[src/rtl/cache_pkg.sv]
`default_nettype none
// ============================================================================
//  Module   : cache_pkg
//  Purpose  : Shared types for the N-way cache controller: the controller
//             state encoding and the latched CPU operation.
//  Ports    : none (package)
//  Revision : 1.0  initial N-way release
// ============================================================================
package cache_pkg;

   typedef enum logic [2:0] {
      IDLE      = 3'd0,
      LOOKUP    = 3'd1,
      WB_REQ    = 3'd2,
      WB_WAIT   = 3'd3,
      FILL_REQ  = 3'd4,
      FILL_WAIT = 3'd5,
      INSTALL   = 3'd6,
      ERROR     = 3'd7
   } cache_state_t;

   typedef enum logic [0:0] {
      OP_READ  = 1'b0,
      OP_WRITE = 1'b1
   } cache_op_t;

endpackage : cache_pkg
`default_nettype wire

[src/rtl/cache_victim_sel.sv]
`default_nettype none
// ============================================================================
//  Module   : cache_victim_sel
//  Purpose  : Combinational way decode for the addressed set.
//             - victim_idx : lowest-index invalid way, else the LRU way
//             - hit_idx    : index of the (single) matching way
//             - hit_any    : at least one way matched
//             - hit_multi  : more than one way matched (tag corruption)
//  Ports    : hit_way, is_valid [NUM_WAYS] in; lru_victim [WAY_W] in;
//             victim_idx, hit_idx [WAY_W] out; hit_any, hit_multi out
//  Revision : 1.0  initial N-way release
// ============================================================================
module cache_victim_sel #(
   parameter int NUM_WAYS = 4,
   parameter int WAY_W    = $clog2(NUM_WAYS)
) (
   input  logic [NUM_WAYS-1:0] hit_way,
   input  logic [NUM_WAYS-1:0] is_valid,
   input  logic [WAY_W-1:0]    lru_victim,
   output logic [WAY_W-1:0]    victim_idx,
   output logic [WAY_W-1:0]    hit_idx,
   output logic                hit_any,
   output logic                hit_multi
);

   logic [WAY_W:0] hit_cnt;

   always_comb begin
      victim_idx = lru_victim;
      hit_idx    = '0;
      hit_cnt    = '0;
      // Walk from the top down so the lowest-index invalid way wins.
      for (int i = NUM_WAYS - 1; i >= 0; i--) begin
         if (!is_valid[i]) begin
            victim_idx = WAY_W'(i);
         end
         if (hit_way[i]) begin
            hit_idx = WAY_W'(i);
            hit_cnt = hit_cnt + (WAY_W+1)'(1);
         end
      end
      hit_any   = (hit_cnt != '0);
      hit_multi = (hit_cnt > (WAY_W+1)'(1));
   end

endmodule : cache_victim_sel
`default_nettype wire

[src/rtl/cache_ctrl_nway.sv]
`default_nettype none
// ============================================================================
//  Module   : cache_ctrl_nway
//  Purpose  : Control FSM for an N-way set-associative write-back,
//             write-allocate cache. Sequences lookup, victim writeback, line
//             fill and install; all outputs are registered.
//  Ports    : clk, rst (async, active high)
//             CPU  : cpu_read, cpu_write in; cpu_rd_valid, cpu_wr_done out
//             Tags : hit_way, is_valid, is_dirty, lru_victim in
//             Array: load_data, load_tag, data_in_select, set/write_valid,
//                    set/write_dirty, lru_update, lru_way, wb_way out
//             Mem  : mem_ack in; mem_read, mem_write out
//             Misc : busy, error out
//  Revision : 1.0  initial N-way release
// ============================================================================
module cache_ctrl_nway
   import cache_pkg::*;
#(
   parameter int NUM_WAYS    = 4,
   parameter int WAY_W       = $clog2(NUM_WAYS),
   parameter int MEM_TIMEOUT = 255
) (
   input  logic                clk,
   input  logic                rst,
   input  logic                cpu_read,
   input  logic                cpu_write,
   input  logic [NUM_WAYS-1:0] hit_way,
   input  logic [NUM_WAYS-1:0] is_valid,
   input  logic [NUM_WAYS-1:0] is_dirty,
   input  logic [WAY_W-1:0]    lru_victim,
   input  logic                mem_ack,
   output logic                busy,
   output logic                cpu_rd_valid,
   output logic                cpu_wr_done,
   output logic [NUM_WAYS-1:0] load_data,
   output logic [NUM_WAYS-1:0] load_tag,
   output logic                data_in_select,
   output logic [NUM_WAYS-1:0] set_valid,
   output logic [NUM_WAYS-1:0] write_valid,
   output logic [NUM_WAYS-1:0] set_dirty,
   output logic [NUM_WAYS-1:0] write_dirty,
   output logic                lru_update,
   output logic [WAY_W-1:0]    lru_way,
   output logic                mem_read,
   output logic                mem_write,
   output logic [WAY_W-1:0]    wb_way,
   output logic                error
);

   localparam int                  CNT_W   = $clog2(MEM_TIMEOUT + 1);
   localparam logic [CNT_W-1:0]    TMO_MAX = CNT_W'(MEM_TIMEOUT);
   localparam logic [NUM_WAYS-1:0] WAY0_OH = NUM_WAYS'(1);

   cache_state_t        state_q, state_d;
   cache_op_t           op_q, op_d;
   logic [WAY_W-1:0]    victim_q, victim_d;
   logic [CNT_W-1:0]    cnt_q, cnt_d;

   logic                cpu_rd_valid_q, cpu_rd_valid_d;
   logic                cpu_wr_done_q, cpu_wr_done_d;
   logic [NUM_WAYS-1:0] load_data_q, load_data_d;
   logic [NUM_WAYS-1:0] load_tag_q, load_tag_d;
   logic                data_in_select_q, data_in_select_d;
   logic [NUM_WAYS-1:0] set_valid_q, set_valid_d;
   logic [NUM_WAYS-1:0] write_valid_q, write_valid_d;
   logic [NUM_WAYS-1:0] set_dirty_q, set_dirty_d;
   logic [NUM_WAYS-1:0] write_dirty_q, write_dirty_d;
   logic                lru_update_q, lru_update_d;
   logic [WAY_W-1:0]    lru_way_q, lru_way_d;
   logic                mem_read_q, mem_read_d;
   logic                mem_write_q, mem_write_d;
   logic [WAY_W-1:0]    wb_way_q, wb_way_d;
   logic                error_q, error_d;

   logic [WAY_W-1:0]    sel_victim;
   logic [WAY_W-1:0]    hit_idx;
   logic                hit_any;
   logic                hit_multi;
   logic                req_held;
   logic [NUM_WAYS-1:0] victim_oh;

   cache_victim_sel #(
      .NUM_WAYS (NUM_WAYS),
      .WAY_W    (WAY_W)
   ) u_victim_sel (
      .hit_way    (hit_way),
      .is_valid   (is_valid),
      .lru_victim (lru_victim),
      .victim_idx (sel_victim),
      .hit_idx    (hit_idx),
      .hit_any    (hit_any),
      .hit_multi  (hit_multi)
   );

   // The request that started this access must still be present for the CPU
   // to receive a completion pulse; a dropped request finishes silently.
   assign req_held  = (op_q == OP_WRITE) ? cpu_write : cpu_read;
   assign victim_oh = WAY0_OH << victim_q;

   always_comb begin
      state_d          = state_q;
      op_d             = op_q;
      victim_d         = victim_q;
      cnt_d            = cnt_q;
      cpu_rd_valid_d   = 1'b0;
      cpu_wr_done_d    = 1'b0;
      load_data_d      = '0;
      load_tag_d       = '0;
      data_in_select_d = 1'b0;
      set_valid_d      = '0;
      write_valid_d    = '0;
      set_dirty_d      = '0;
      write_dirty_d    = '0;
      lru_update_d     = 1'b0;
      lru_way_d        = lru_way_q;
      mem_read_d       = 1'b0;
      mem_write_d      = 1'b0;
      wb_way_d         = wb_way_q;
      error_d          = 1'b0;

      case (state_q)
         IDLE: begin
            if (cpu_write) begin
               op_d    = OP_WRITE;
               state_d = LOOKUP;
            end else if (cpu_read) begin
               op_d    = OP_READ;
               state_d = LOOKUP;
            end
         end
         LOOKUP: begin
            if (hit_multi) begin
               state_d = ERROR;
            end else if (!req_held) begin
               state_d = IDLE;
            end else if (hit_any) begin
               lru_update_d = 1'b1;
               lru_way_d    = hit_idx;
               if (op_q == OP_WRITE) begin
                  // hit_way is one-hot here, so it doubles as the way strobe.
                  load_data_d   = hit_way;
                  set_dirty_d   = hit_way;
                  write_dirty_d = hit_way;
                  cpu_wr_done_d = 1'b1;
               end else begin
                  cpu_rd_valid_d = 1'b1;
               end
               state_d = IDLE;
            end else begin
               victim_d = sel_victim;
               if (is_valid[sel_victim] && is_dirty[sel_victim]) begin
                  state_d = WB_REQ;
               end else begin
                  state_d = FILL_REQ;
               end
            end
         end
         WB_REQ: begin
            mem_write_d = 1'b1;
            wb_way_d    = victim_q;
            cnt_d       = '0;
            state_d     = WB_WAIT;
         end
         WB_WAIT: begin
            if (mem_ack) begin
               state_d = FILL_REQ;
            end else if (cnt_q == TMO_MAX) begin
               state_d = ERROR;
            end else begin
               cnt_d = cnt_q + CNT_W'(1);
            end
         end
         FILL_REQ: begin
            mem_read_d = 1'b1;
            cnt_d      = '0;
            state_d    = FILL_WAIT;
         end
         FILL_WAIT: begin
            if (mem_ack) begin
               state_d = INSTALL;
            end else if (cnt_q == TMO_MAX) begin
               state_d = ERROR;
            end else begin
               cnt_d = cnt_q + CNT_W'(1);
            end
         end
         INSTALL: begin
            // Clean fill; a pending write merges on the following lookup hit.
            data_in_select_d = 1'b1;
            load_data_d      = victim_oh;
            load_tag_d       = victim_oh;
            set_valid_d      = victim_oh;
            write_valid_d    = victim_oh;
            write_dirty_d    = victim_oh;
            state_d          = LOOKUP;
         end
         ERROR: begin
            error_d = 1'b1;
            state_d = IDLE;
         end
         default: state_d = IDLE;
      endcase
   end

   always_ff @(posedge clk or posedge rst) begin
      if (rst) begin
         state_q          <= IDLE;
         op_q             <= OP_READ;
         victim_q         <= '0;
         cnt_q            <= '0;
         cpu_rd_valid_q   <= 1'b0;
         cpu_wr_done_q    <= 1'b0;
         load_data_q      <= '0;
         load_tag_q       <= '0;
         data_in_select_q <= 1'b0;
         set_valid_q      <= '0;
         write_valid_q    <= '0;
         set_dirty_q      <= '0;
         write_dirty_q    <= '0;
         lru_update_q     <= 1'b0;
         lru_way_q        <= '0;
         mem_read_q       <= 1'b0;
         mem_write_q      <= 1'b0;
         wb_way_q         <= '0;
         error_q          <= 1'b0;
      end else begin
         state_q          <= state_d;
         op_q             <= op_d;
         victim_q         <= victim_d;
         cnt_q            <= cnt_d;
         cpu_rd_valid_q   <= cpu_rd_valid_d;
         cpu_wr_done_q    <= cpu_wr_done_d;
         load_data_q      <= load_data_d;
         load_tag_q       <= load_tag_d;
         data_in_select_q <= data_in_select_d;
         set_valid_q      <= set_valid_d;
         write_valid_q    <= write_valid_d;
         set_dirty_q      <= set_dirty_d;
         write_dirty_q    <= write_dirty_d;
         lru_update_q     <= lru_update_d;
         lru_way_q        <= lru_way_d;
         mem_read_q       <= mem_read_d;
         mem_write_q      <= mem_write_d;
         wb_way_q         <= wb_way_d;
         error_q          <= error_d;
      end
   end

   assign busy           = (state_q != IDLE);
   assign cpu_rd_valid   = cpu_rd_valid_q;
   assign cpu_wr_done    = cpu_wr_done_q;
   assign load_data      = load_data_q;
   assign load_tag       = load_tag_q;
   assign data_in_select = data_in_select_q;
   assign set_valid      = set_valid_q;
   assign write_valid    = write_valid_q;
   assign set_dirty      = set_dirty_q;
   assign write_dirty    = write_dirty_q;
   assign lru_update     = lru_update_q;
   assign lru_way        = lru_way_q;
   assign mem_read       = mem_read_q;
   assign mem_write      = mem_write_q;
   assign wb_way         = wb_way_q;
   assign error          = error_q;

endmodule : cache_ctrl_nway
`default_nettype wire

[config.mk]
export PLATFORM = sky130hd
export DESIGN_NAME = cache_ctrl_nway
export DESIGN_NICKNAME = d
export VERILOG_FILES = /design/src/rtl/cache_pkg.sv /design/src/rtl/cache_victim_sel.sv /design/src/rtl/cache_ctrl_nway.sv
export SDC_FILE = /design/constraint.sdc
export NUM_CORES = 1
export LEC_CHECK = 0
export CORE_MARGIN = 2
export CORE_UTILIZATION = 47
export CTS_CLUSTER_DIAMETER = 80
export DETAILED_ROUTE_END_ITERATION = 12
export PLACE_DENSITY = 0.78
export SYNTH_ARGS = -nofsm -noshare
export SYNTH_HDL_FRONTEND = slang
export SYNTH_SLANG_ARGS = --single-unit
[constraint.sdc]
create_clock -name clk -period 3.1 [get_ports clk]
set_input_delay 0.465 -clock clk [delete_from_list [all_inputs] [get_ports clk]]
set_output_delay 0.465 -clock clk [all_outputs]
set_load 0.05 [all_outputs]
==> results of run 1 <==
logic make-up (layout without fill, tap and decap cells):
group / after synthesis / in the layout / share of synthesized area [%]
and+or+nand+nor: 71 / 71 / 21.22
DFF: 37 / 37 / 46.60
buffers and inverters: 29 / 78 / 7.934
AOI/OAI and AO/OA: 26 / 26 / 10.14
adders and majority gates: 6 / 6 / 3.652
muxes: 10 / 10 / 6.171
xor gates and xnor gates: 8 / 8 / 4.282
metal layers:
metal | share of wire (%) | GRT usage (%)
met1 | 46 | 23.02
met2 | 47 | 29.49
met3 | 4.9 | 4.240
met4 | 2.1 | 7.843
met5 | 0 | 0
worst max-delay path by stage:
stage          cells past startpoint       start     endpoint
6_report                           8  hit_way[3]  victim_q[0]
2_1_floorplan                      7  hit_way[2]  victim_q[0]
3_5_place_dp                       8  hit_way[3]  victim_q[0]
4_1_cts                            8  hit_way[3]  victim_q[0]
5_1_grt                            9  hit_way[3]  victim_q[0]
3_3_place_gp                       8  hit_way[3]  victim_q[0]
where the power goes:
part	total, mW	switching (mW)	internal, mW	leakage, nW
logic	0.837	0.502	0.335	0.592
clock network	0.425	0.185	0.241	0.0543
registers	0.742	0.151	0.591	0.497
total	2.00	0.837	1.17	1.14
through the flow:
step,TNS (ns),instances
2_1_floorplan,0,187
3_3_place_gp,0,278
3_5_place_dp,-0.1011,278
4_1_cts,0,286
5_1_grt,0,286
6_report,0,286
worst register-to-register path: stages (launching register included):
cell and delay (ns):
dfrtp_1 0.60, nor3b_2 0.32, nand2_1 0.17, nor4_1 0.48, mux2_1 0.38
flip-flops by register name, indices dropped and copies added, names as in the netlist:
signal / flops
cpu_rd_valid: 1
write_valid: 4
data_in_select: 1
victim_q: 2
state_q: 3
write_dirty: 4
lru_way: 2
set_dirty: 4
cpu_wr_done: 1
op_q: 1
mem_read: 1
lru_update: 1
error: 1
cnt_q: 8
wb_way: 2
mem_write: 1
area by class of cell:
| class | instances | area (µm²) |
|---|---|---|
| Clock buffer | 5 | 68.82 |
| Sequential cell | 37 | 925.9 |
| Inverter | 11 | 41.29 |
| Timing Repair Buffer | 59 | 578.1 |
| Clock inverter | 3 | 46.29 |
| Fill cell | 318 | 1403 |
| Multi-Input combinational cell | 121 | 903.4 |
| Tap cell | 50 | 62.56 |
layout by cell type (no fill, tap or decap), drive strengths merged, types with 2 or more instances in the layout:
cell	instances
xnor2	2
o32ai	3
ha	5
xor2	6
a211oi	2
nor3b	3
nand2	14
clkdlybuf4s50	54
or3	2
a21oi	2
buf	5
nand3b	3
o2111ai	3
clkbuf	5
nor2b	2
nand2b	4
nand3	3
nor3	8
nand4b	4
nor2	18
a22o	3
o21ai	3
and2	2
dfrtp	37
mux2	8
o311a	2
inv	11
==> results.md, run 1 <==
- Hold buffer count at CTS: 0
- Pin count of the biggest net entering global routing: 24
- Final instance area: about 2600 µm²
- Buf/Inv on CP: 2
- Global-route wire length before repair: about 7000 µm
- Syn_nets: between 200 and 250
- WL final: about 4000 µm
- Die height: approximately 69 µm
- Max incr delay on CP: 0.51 ns
- Avg Cell Area, Syn: ~11 µm²
- Post-synthesis cell area: roughly 2000 µm²
- Layout cells sized above 1: a little over a tenth
- CTS buffer count: 5
- Setup repair bufs after CTS: 0
- Crit Path Class: in -> reg
- Vias: around 1600
- Iter 0 DRT Violations: 92
- CTS max path bufs: 2
- Count of different cell masters after synthesis: 51
- Final Power: around 2.0 mW
- Row cnt: 23
- DP Area: roughly 2500 µm²
- Max VDD drop: approximately 0.0004 V
- ANT cells: 0
- Top FF cell, synth: dfrtp_1
- Unrepaired setup endpoints after global routing: no
- Post-synth top cells: dfrtp_1 (37), nor2_1 (18), nand2_1 (14)
- RD Place Congestion: between 0.7 and 0.8
- Req. time, crit path: about 3.3 ns
- Pre-CTS WS: -0.04466 ns
- DR vias/cell: 5.434
- Synth-to-Final Area Change: 32.18%
- Clk root buf: clkbuf_8
- Final Skew: roughly 0.0080 ns
- Syn. warnings: 0
- Largest cells by area after synthesis: dfrtp_1 (47%), buf_4 (4.5%), nor2_1 (3.4%)
- Leak Pwr: around 1.1 nW
- Post-synth ARST share: 100.0%
- Hold path startpoint: lru_way[0]
- RR Startpoint: state_q[0]
- DRT Pass-1 Iters: 4
- Clock-pin slew on the worst setup and hold paths: 0.08 ns
- ANT nets after route: 0
- Reg2Reg Depth: 4
- Max Slew Vio Count: 0
- Detail Placement HPWL: 3022 µm
- Final Hold Slack: a little under 0.5 ns
- Post-CTS sizing: 0
- Max transition margin: 43.69%
- CP endpoint kind: flop
- Syn Inst Count: 187
- Cell with the most instances after synthesis: dfrtp_1
- Routed length per instance: 13.95 µm
- Core area: approximately 4000 µm²
- Count of final hold-check violations: 0
- Slowest stage cell, crit path: clkdlybuf4s50_1
- Top cell type's share of synthesized area: a little under half
- Global-route usage over all layers: between 10% and 20%
- Number of global-route vias before repair: 1578
- Cell mode on critical path: ha_1
- CTS sink cnt: 37
- Insertion delay to the later sink of the worst-skew pair: approximately 0.3 ns
- Nature of the critical path startpoint: input pin
- Final Worst Setup Slack: approximately 0.19 ns
- Number of remaining DRC errors: 0
- CTS tree: done
- Final Cycle Share: about 94%
- Pwr/cell area: 763.0 nW/µm²
- Register area share after synthesis: 46.60%
- F_max: 343.9 MHz
- Cell taking the most area after synthesis: dfrtp_1
- Core Util, Final: between 60% and 70%
- Die area: between 4000 and 5000 µm²
- EDFF count, synth: 0
- Grt ovf: 0
- Crit path DAT: between 3 and 4 ns
- Worst slew pin tran: roughly 0.84 ns
- Initial antenna violation count: 0
- Outcome: finished, final reports clean
- Setup Viol. Count Final: 0
- Htree depth: 2
- Hold Crit Class: reg -> reg
- Crit Path Max Fanout: 3
- IO Count: 55
- Max_cap viols: 0
- Cell Chain, Critical Path: clkdlybuf4s50_1, inv_1, ha_1, xor2_1, ha_1, o311a_1, nor4_1, mux2_1
- Yosys reg bits: 37
- Nets@finish: around 260
- Die width: between 60 and 70 µm
- Period minus WS final: 2.908 ns
- Reg-to-reg setup timing slack: ~1.0 ns
- Starting Density: between 40% and 50%
- Hold depth: 1
- FF-to-FF End: victim_q[0]
- I/O Buffers: 54
- Hold Crit Endpoint: lru_way[0]
- CP top delay family: adder cells
Note: power is estimated with default switching activity, not from simulation.
==> run 2, diff against run 1 <==
--- a/config.mk
+++ b/config.mk
@@ -9,7 +9,7 @@
 export CORE_UTILIZATION = 47
 export CTS_CLUSTER_DIAMETER = 80
 export DETAILED_ROUTE_END_ITERATION = 12
-export PLACE_DENSITY = 0.78
+export DONT_BUFFER_PORTS = 1
 export SYNTH_ARGS = -nofsm -noshare
 export SYNTH_HDL_FRONTEND = slang
 export SYNTH_SLANG_ARGS = --single-unit
==> run 2 against run 1 <==
  * Sequential share of layout area rose by 9.1 points
  * Via count is 13% lower
  * Hold slack got worse by 0.33 ns
  * Largest power group is now registers
  * Clock skew is 0.0019 ns lower
  * Critical path depth decreased by 1
  * Critical path type unchanged
  * Core utilization down 13 points
==> results.md, run 2 (synthesis gave the netlist of run 1 again) <==
- IO Count: 55 (unchanged)
- Unrepaired setup endpoints after global routing: no
- Final Skew: 0.006176 ns (-0.001851 ns)
- Most frequent cells in the layout: dfrtp_1 (37), nor2_1 (18), nand2_1 (14)
- Die width: 69.02 µm (unchanged)
- Grt met3 use: 4.678% (+0.44 points)
- Iter 0 DRT Violations: 103 (+12%)
- Starting Density: 49.32% (unchanged)
- Power Internal: 1.031 mW (-12%)
- ANT nets after route: 0 (unchanged)
- Pin count of the biggest net entering global routing: 38 (+58%)
- Max Slew Vio Count: 0 (unchanged)
- Post-route setup TNS: 0 ns (unchanged)
- Final Power: 1.838 mW (-8.3%)
- RD Place Congestion: 0.7337 (-4.5%)
- DR vias/cell: 5.836 (+7.4%)
- Routed length per instance: 16.09 µm (+15%)
- DRT Pass-1 Iters: 4 (unchanged)
- Nature of the critical path startpoint: input pin
- Largest register FFs: 8 (unchanged)
- Most common cell after layout, fill and taps aside: dfrtp_1
- Number of remaining DRC errors: 0 (unchanged)
- Max_cap viols: 0 (unchanged)
- Global-route usage over all layers: 16.71% (-1.4 points)
- Hold Crit Class: in -> async
- Sw frac: 43.88% (+2.1 points)
- Final Cycle Share: 76.97% (-17 points)
- Core area: 4029 µm² (unchanged)
- Clock-pin slew on the worst setup and hold paths: 0.08 ns (about the same)
- Htree depth: 2 (unchanged)
- Pwr/cell area: 881.2 nW/µm² (+15%)
- Sequential Power Share: 51.0% (+14 points)
- Reg with most FFs: cnt_q
- Routing usage on met1: 22.54% (-0.48 points)
- Final instance area: 2086 µm² (-21%)
- Leak Pwr: 0.9515 nW (-17%)
- Period minus WS final: 2.386 ns (-0.5220 ns)
- CTS buffer count: 5 (unchanged)
- Count of final hold-check violations: 0 (unchanged)
- Worst slew pin tran: 0.8804 ns (+0.03671 ns)
- Setup repair bufs after CTS: 0 (unchanged)
- Row cnt: 23 (unchanged)
- Clock Power Share: 22.9% (+1.7 points)
- F_max: 419.1 MHz (+22%)
- Setup Viol. Count Final: 0 (unchanged)
- Insertion delay to the later sink of the worst-skew pair: 0.29 ns (about the same)
- DP Area: 1971 µm² (-22%)
- Global Route met2 Usage: 25.32% (-4.2 points)
- NetSw: 0.8066 mW (-3.7%)
- Max transition margin: 41.35% (-2.3 points)
- Number of global-route vias before repair: 1339 (-15%)
- Vias: 1354 (-13%)
- Reg-to-reg setup timing slack: 1.06 ns (+0.04 ns)
- Grt ovf: 0 (unchanged)
- Grt peak-use layer: met2
- Initial antenna violation count: 0 (unchanged)
- ANT cells: 0 (unchanged)
- Crit path DAT: 2.56 ns (-0.53 ns)
- CTS sink cnt: 37 (unchanged)
- Outcome: finished, final reports clean
- Reg2Reg Depth: 4 (unchanged)
- I/O Buffers: 0 (-100%)
- Nets@finish: 205 (-21%)
- Post-CTS sizing: 0 (unchanged)
- Global-route wire length before repair: 6479 µm (-6.9%)
- CTS tree: done
- Die height: 69.02 µm (unchanged)
- RR Startpoint: state_q[0]
- Crit Path Max Fanout: 5 (+2)
- Hold buffer count at CTS: 0 (unchanged)
- Req. time, crit path: 3.28 ns (about the same)
- Clk root buf: clkbuf_8
- Crit Path Class: in -> reg
- Detail Placement HPWL: 2758 µm (-8.7%)
- FF-to-FF End: victim_q[1]
- Combinational power share: 26.1% (-16 points)
- Synth-to-Final Area Change: 4.975%
- Layout cells sized above 1: 13.74% (+3.1 points)
- CTS max path bufs: 2 (unchanged)
- WL final: 3732 µm (-6.5%)
- Max VDD drop: 0.0003416 V (-15%)
- Die area: 4764 µm² (unchanged)
- CP endpoint kind: flop
[run 2: area by class of cell]
class,instances,area (µm²)
clock inverters,3,46.29
multi-input cells,121,903.4
repair buffers,5,37.54
flip-flops and latches,37,925.9
fillers,375,1943
inverters,11,41.29
well taps,50,62.56
clock buffers,5,68.82
[run 2: layer usage]
| layer | part of all wire (%) | routed length, µm |
|---|---|---|
| met1 | 46 | 1709 |
| met2 | 47 | 1744 |
| met3 | 6.1 | 226 |
| met4 | 1.4 | 51 |
| met5 | 0 | 0 |
[run 2: power by group through the flow]
stage	clock (mW)	combinational (mW)	sequential, mW
after floorplan	0	0.495	0.857
after global placement	0	0.469	0.946
after detailed placement	0	0.479	0.949
after CTS	0.428	0.482	0.940
after global routing	0.453	0.534	0.962
final	0.421	0.479	0.938
[run 2: worst max path at each step]
stage               cells after the start       start  slack, ns     endpoint
finish                                  7  hit_way[2]       0.71  victim_q[1]
global route                            8  hit_way[2]       0.54   lru_way[1]
CTS                                     7  hit_way[2]       0.71  victim_q[1]
detailed placement                      7  hit_way[2]       0.39  victim_q[1]
global placement                        7  hit_way[2]       0.53  victim_q[0]
floorplan                               7  hit_way[2]       0.60  victim_q[0]
[run 2: worst max-delay path, stage by stage]
cell,delay (ns)
inv_1,0.06
ha_1,0.37
xor2_1,0.29
ha_1,0.30
o311a_1,0.32
nor4_1,0.39
mux2_1,0.36
[run 2: metrics by stage]
stage	util [%]	hold slack, ns	setup slack [ns]	std cells
floorplan	-	0.4667	0.6048	187
global placement	48.91	0.4901	0.5306	224
detailed placement	48.91	0.4961	0.3902	224
CTS	51.77	0.1821	0.7054	232
global route	51.77	0.2140	0.5444	232
finish	51.77	0.1654	0.7138	232
==> run 3, diff against run 2 <==
==> constraint.sdc (replaced) <==
create_clock -name clk -period 2.1 [get_ports clk]
set_input_delay 0.315 -clock clk [delete_from_list [all_inputs] [get_ports clk]]
set_output_delay 0.315 -clock clk [all_outputs]
set_load 0.05 [all_outputs]
==> run 3 against run 2 <==
  * Clock-buffer cell count grew 2
  * Flip-flop and latch count unchanged
  * Sequential power increased by 32%
  * First-iteration DRC count up 8.7%
  * Highest routed layer unchanged
  * Total power up 49%
  * Combinational power rose by 100%
  * Routed wire length grew 5.8%
  * Register-to-register slack worse by 0.71 ns
==> results.md, run 3 (synthesis gave the netlist of run 1 again) <==
- Outcome: finished, final reports clean
- Starting Density: 49.32% (unchanged)
- CP top delay family: adder cells
- Max transition margin: 65.04% (+24 points)
- Number of global-route vias before repair: 1415 (+5.7%)
- ANT cells: 0 (unchanged)
- Global-route usage over all layers: 17.57% (+0.86 points)
- CTS buffer count: 5 (unchanged)
- Most frequent cells in the layout: dfrtp_1 (37), buf_4 (25), nor2_1 (18)
- Global-route wire length before repair: 6768 µm (+4.5%)
- DP Area: 2153 µm² (+9.3%)
- Crit Path Max Fanout: 3 (-2)
- Clk root buf: clkbuf_8
- Slowest stage cell, crit path: mux2_1
- Crit Path Class: in -> reg
- Post-CTS sizing: 0 (unchanged)
- Max VDD drop: 0.0005999 V (+76%)
- DR vias/cell: 5.619 (-3.7%)
- Most common cell after layout, fill and taps aside: dfrtp_1
- Synth-to-Final Area Change: 13.48%
- Nature of the critical path startpoint: input pin
- WL final: 3947 µm (+5.8%)
- F_max: 505.2 MHz
- Buf/Inv on CP: 1 (unchanged)
- Iter 0 DRT Violations: 112 (+8.7%)
- Grt ovf: 0 (unchanged)
- CP endpoint kind: flop
- Reg with most FFs: cnt_q
- Largest register FFs: 8 (unchanged)
- Clock Power Share: 19.6% (-3.3 points)
- Req. time, crit path: 2.27 ns (-1.01 ns)
- Final Skew: 0.005016 ns (-0.001160 ns)
- CTS sink cnt: 37 (unchanged)
- Sw frac: 43.48% (-0.41 points)
- Number of remaining DRC errors: 0 (unchanged)
- WL met3: 284 µm (+26%)
- Hold buffer count at CTS: 0 (unchanged)
- Post-route setup TNS: 0 ns (unchanged)
- Final instance area: 2255 µm² (+8.1%)
- Setup repair bufs after CTS: 0 (unchanged)
- Leak Pwr: 1.049 nW (+10%)
- Period minus WS final: approximately 2.0 ns
- Power Internal: 1.550 mW (+50%)
- Htree depth: 2 (unchanged)
- Hold Crit Class: in -> async
- Met2 WL: 1766 µm (+1.3%)
- Vias: 1416 (+4.6%)
- Unrepaired setup endpoints after global routing: no
- Detail Placement HPWL: 2940 µm (+6.6%)
- ANT nets after route: 0 (unchanged)
- Final Cycle Share: between 90 and 100%
- Sequential Power Share: 45.2% (-5.8 points)
- CTS max path bufs: 2 (unchanged)
- Max incr delay on CP: 0.36 ns (-0.03 ns)
- Nets@finish: 225 (+9.8%)
- NetSw: 1.192 mW (+48%)
- Die width: 69.02 µm (unchanged)
- Row cnt: 23 (unchanged)
- DRT Pass-1 Iters: 4 (unchanged)
- I/O Buffers: 0 (unchanged)
- Worst slew pin tran: 0.5233 ns (-0.3571 ns)
- Initial antenna violation count: 0 (unchanged)
- IO Count: 55 (unchanged)
- Setup Viol. Count Final: 0 (unchanged)
- Combinational power share: 35.2% (+9.1 points)
- CTS tree: done
- RD Place Congestion: 0.7539 (+2.8%)
- Core area: 4029 µm² (unchanged)
- Top sig layer: met4
- Count of final hold-check violations: 0 (unchanged)
- Cell Chain, Critical Path: inv_1, ha_4, xor2_2, ha_1, o311a_1, nor4_2, mux2_1
- Die area: 4764 µm² (unchanged)
- Crit path DAT: 2.15 ns (-0.41 ns)
- Routed length per instance: 15.66 µm (-2.6%)
- Clock-pin slew on the worst setup and hold paths: 0.07 ns (about the same)
- Die height: 69.02 µm (unchanged)
- Filler cell count in the final layout: 378 (+0.80%)
- Reg-to-reg setup timing slack: 0.35 ns (-0.71 ns)
- Pwr/cell area: 1216 nW/µm² (+38%)
- Pin count of the biggest net entering global routing: 38 (unchanged)
- Layout cells sized above 1: 24.75% (+11 points)
- Insertion delay to the later sink of the worst-skew pair: 0.28 ns (about the same)
- M1 wire length: 1829 µm (+7.0%)
- Max_cap viols: 0 (unchanged)
- Max Slew Vio Count: 0 (unchanged)
==> run 3: layer usage <==
| layer | track usage, % | up-vias |
|---|---|---|
| met4 | 6.536 | 0 |
| li1 | - | 677 |
| met3 | 5.409 | 8 |
| met2 | 26.50 | 43 |
| met1 | 23.88 | 688 |
| met5 | 0 | - |
==> run 3: path summary, 6_finish.rpt <==
check                                start        endpoint  cells past startpoint
min in group clk                 cpu_write            op_q                      1
worst max-delay path            hit_way[3]     victim_q[1]                      7
max in group asynchronous              rst  data_in_select                      2
worst min register to register    cnt_q[5]        cnt_q[5]                      2
worst max register to register  state_q[2]     victim_q[1]                      4
worst min-delay path                   rst     cpu_wr_done                      2
==> run 3: power groups by stage <==
stage                     Combinational [mW]  Clock (mW)  Sequential, mW
after floorplan                        0.743           0            1.26
after global placement                 0.948           0            1.25
after detailed placement               0.972           0            1.25
after CTS                              0.976       0.556            1.24
after global routing                    1.07       0.599            1.26
final                                  0.966       0.538            1.24
==> run 3: cell type report <==
type,count,area (µm²),share of cell area (%)
inverter,11,45.04,1.998
multi-input combinational,121,932.1,41.34
sequential,37,925.9,41.07
clock buffer,7,96.34,4.273
timing repair buffer,25,187.7,8.324
clock inverter,1,5.005,0.2220
tap,50,62.56,2.775
==> run 3: per-stage QoR <==
step                      std cells  power, mW  utilization, %  setup WS [ns]  hold slack [ns]
after floorplan                 187      2.008               -        -0.1139           0.4549
after global placement          244      2.195           53.45        -0.1119           0.3376
after detailed placement        244      2.226           53.45        -0.1793           0.3511
after CTS                       252      2.770           55.96         0.1187          0.04405
after global routing            252      2.923           55.96        0.01235          0.05678
final                           252      2.743           55.96         0.1205          0.02676
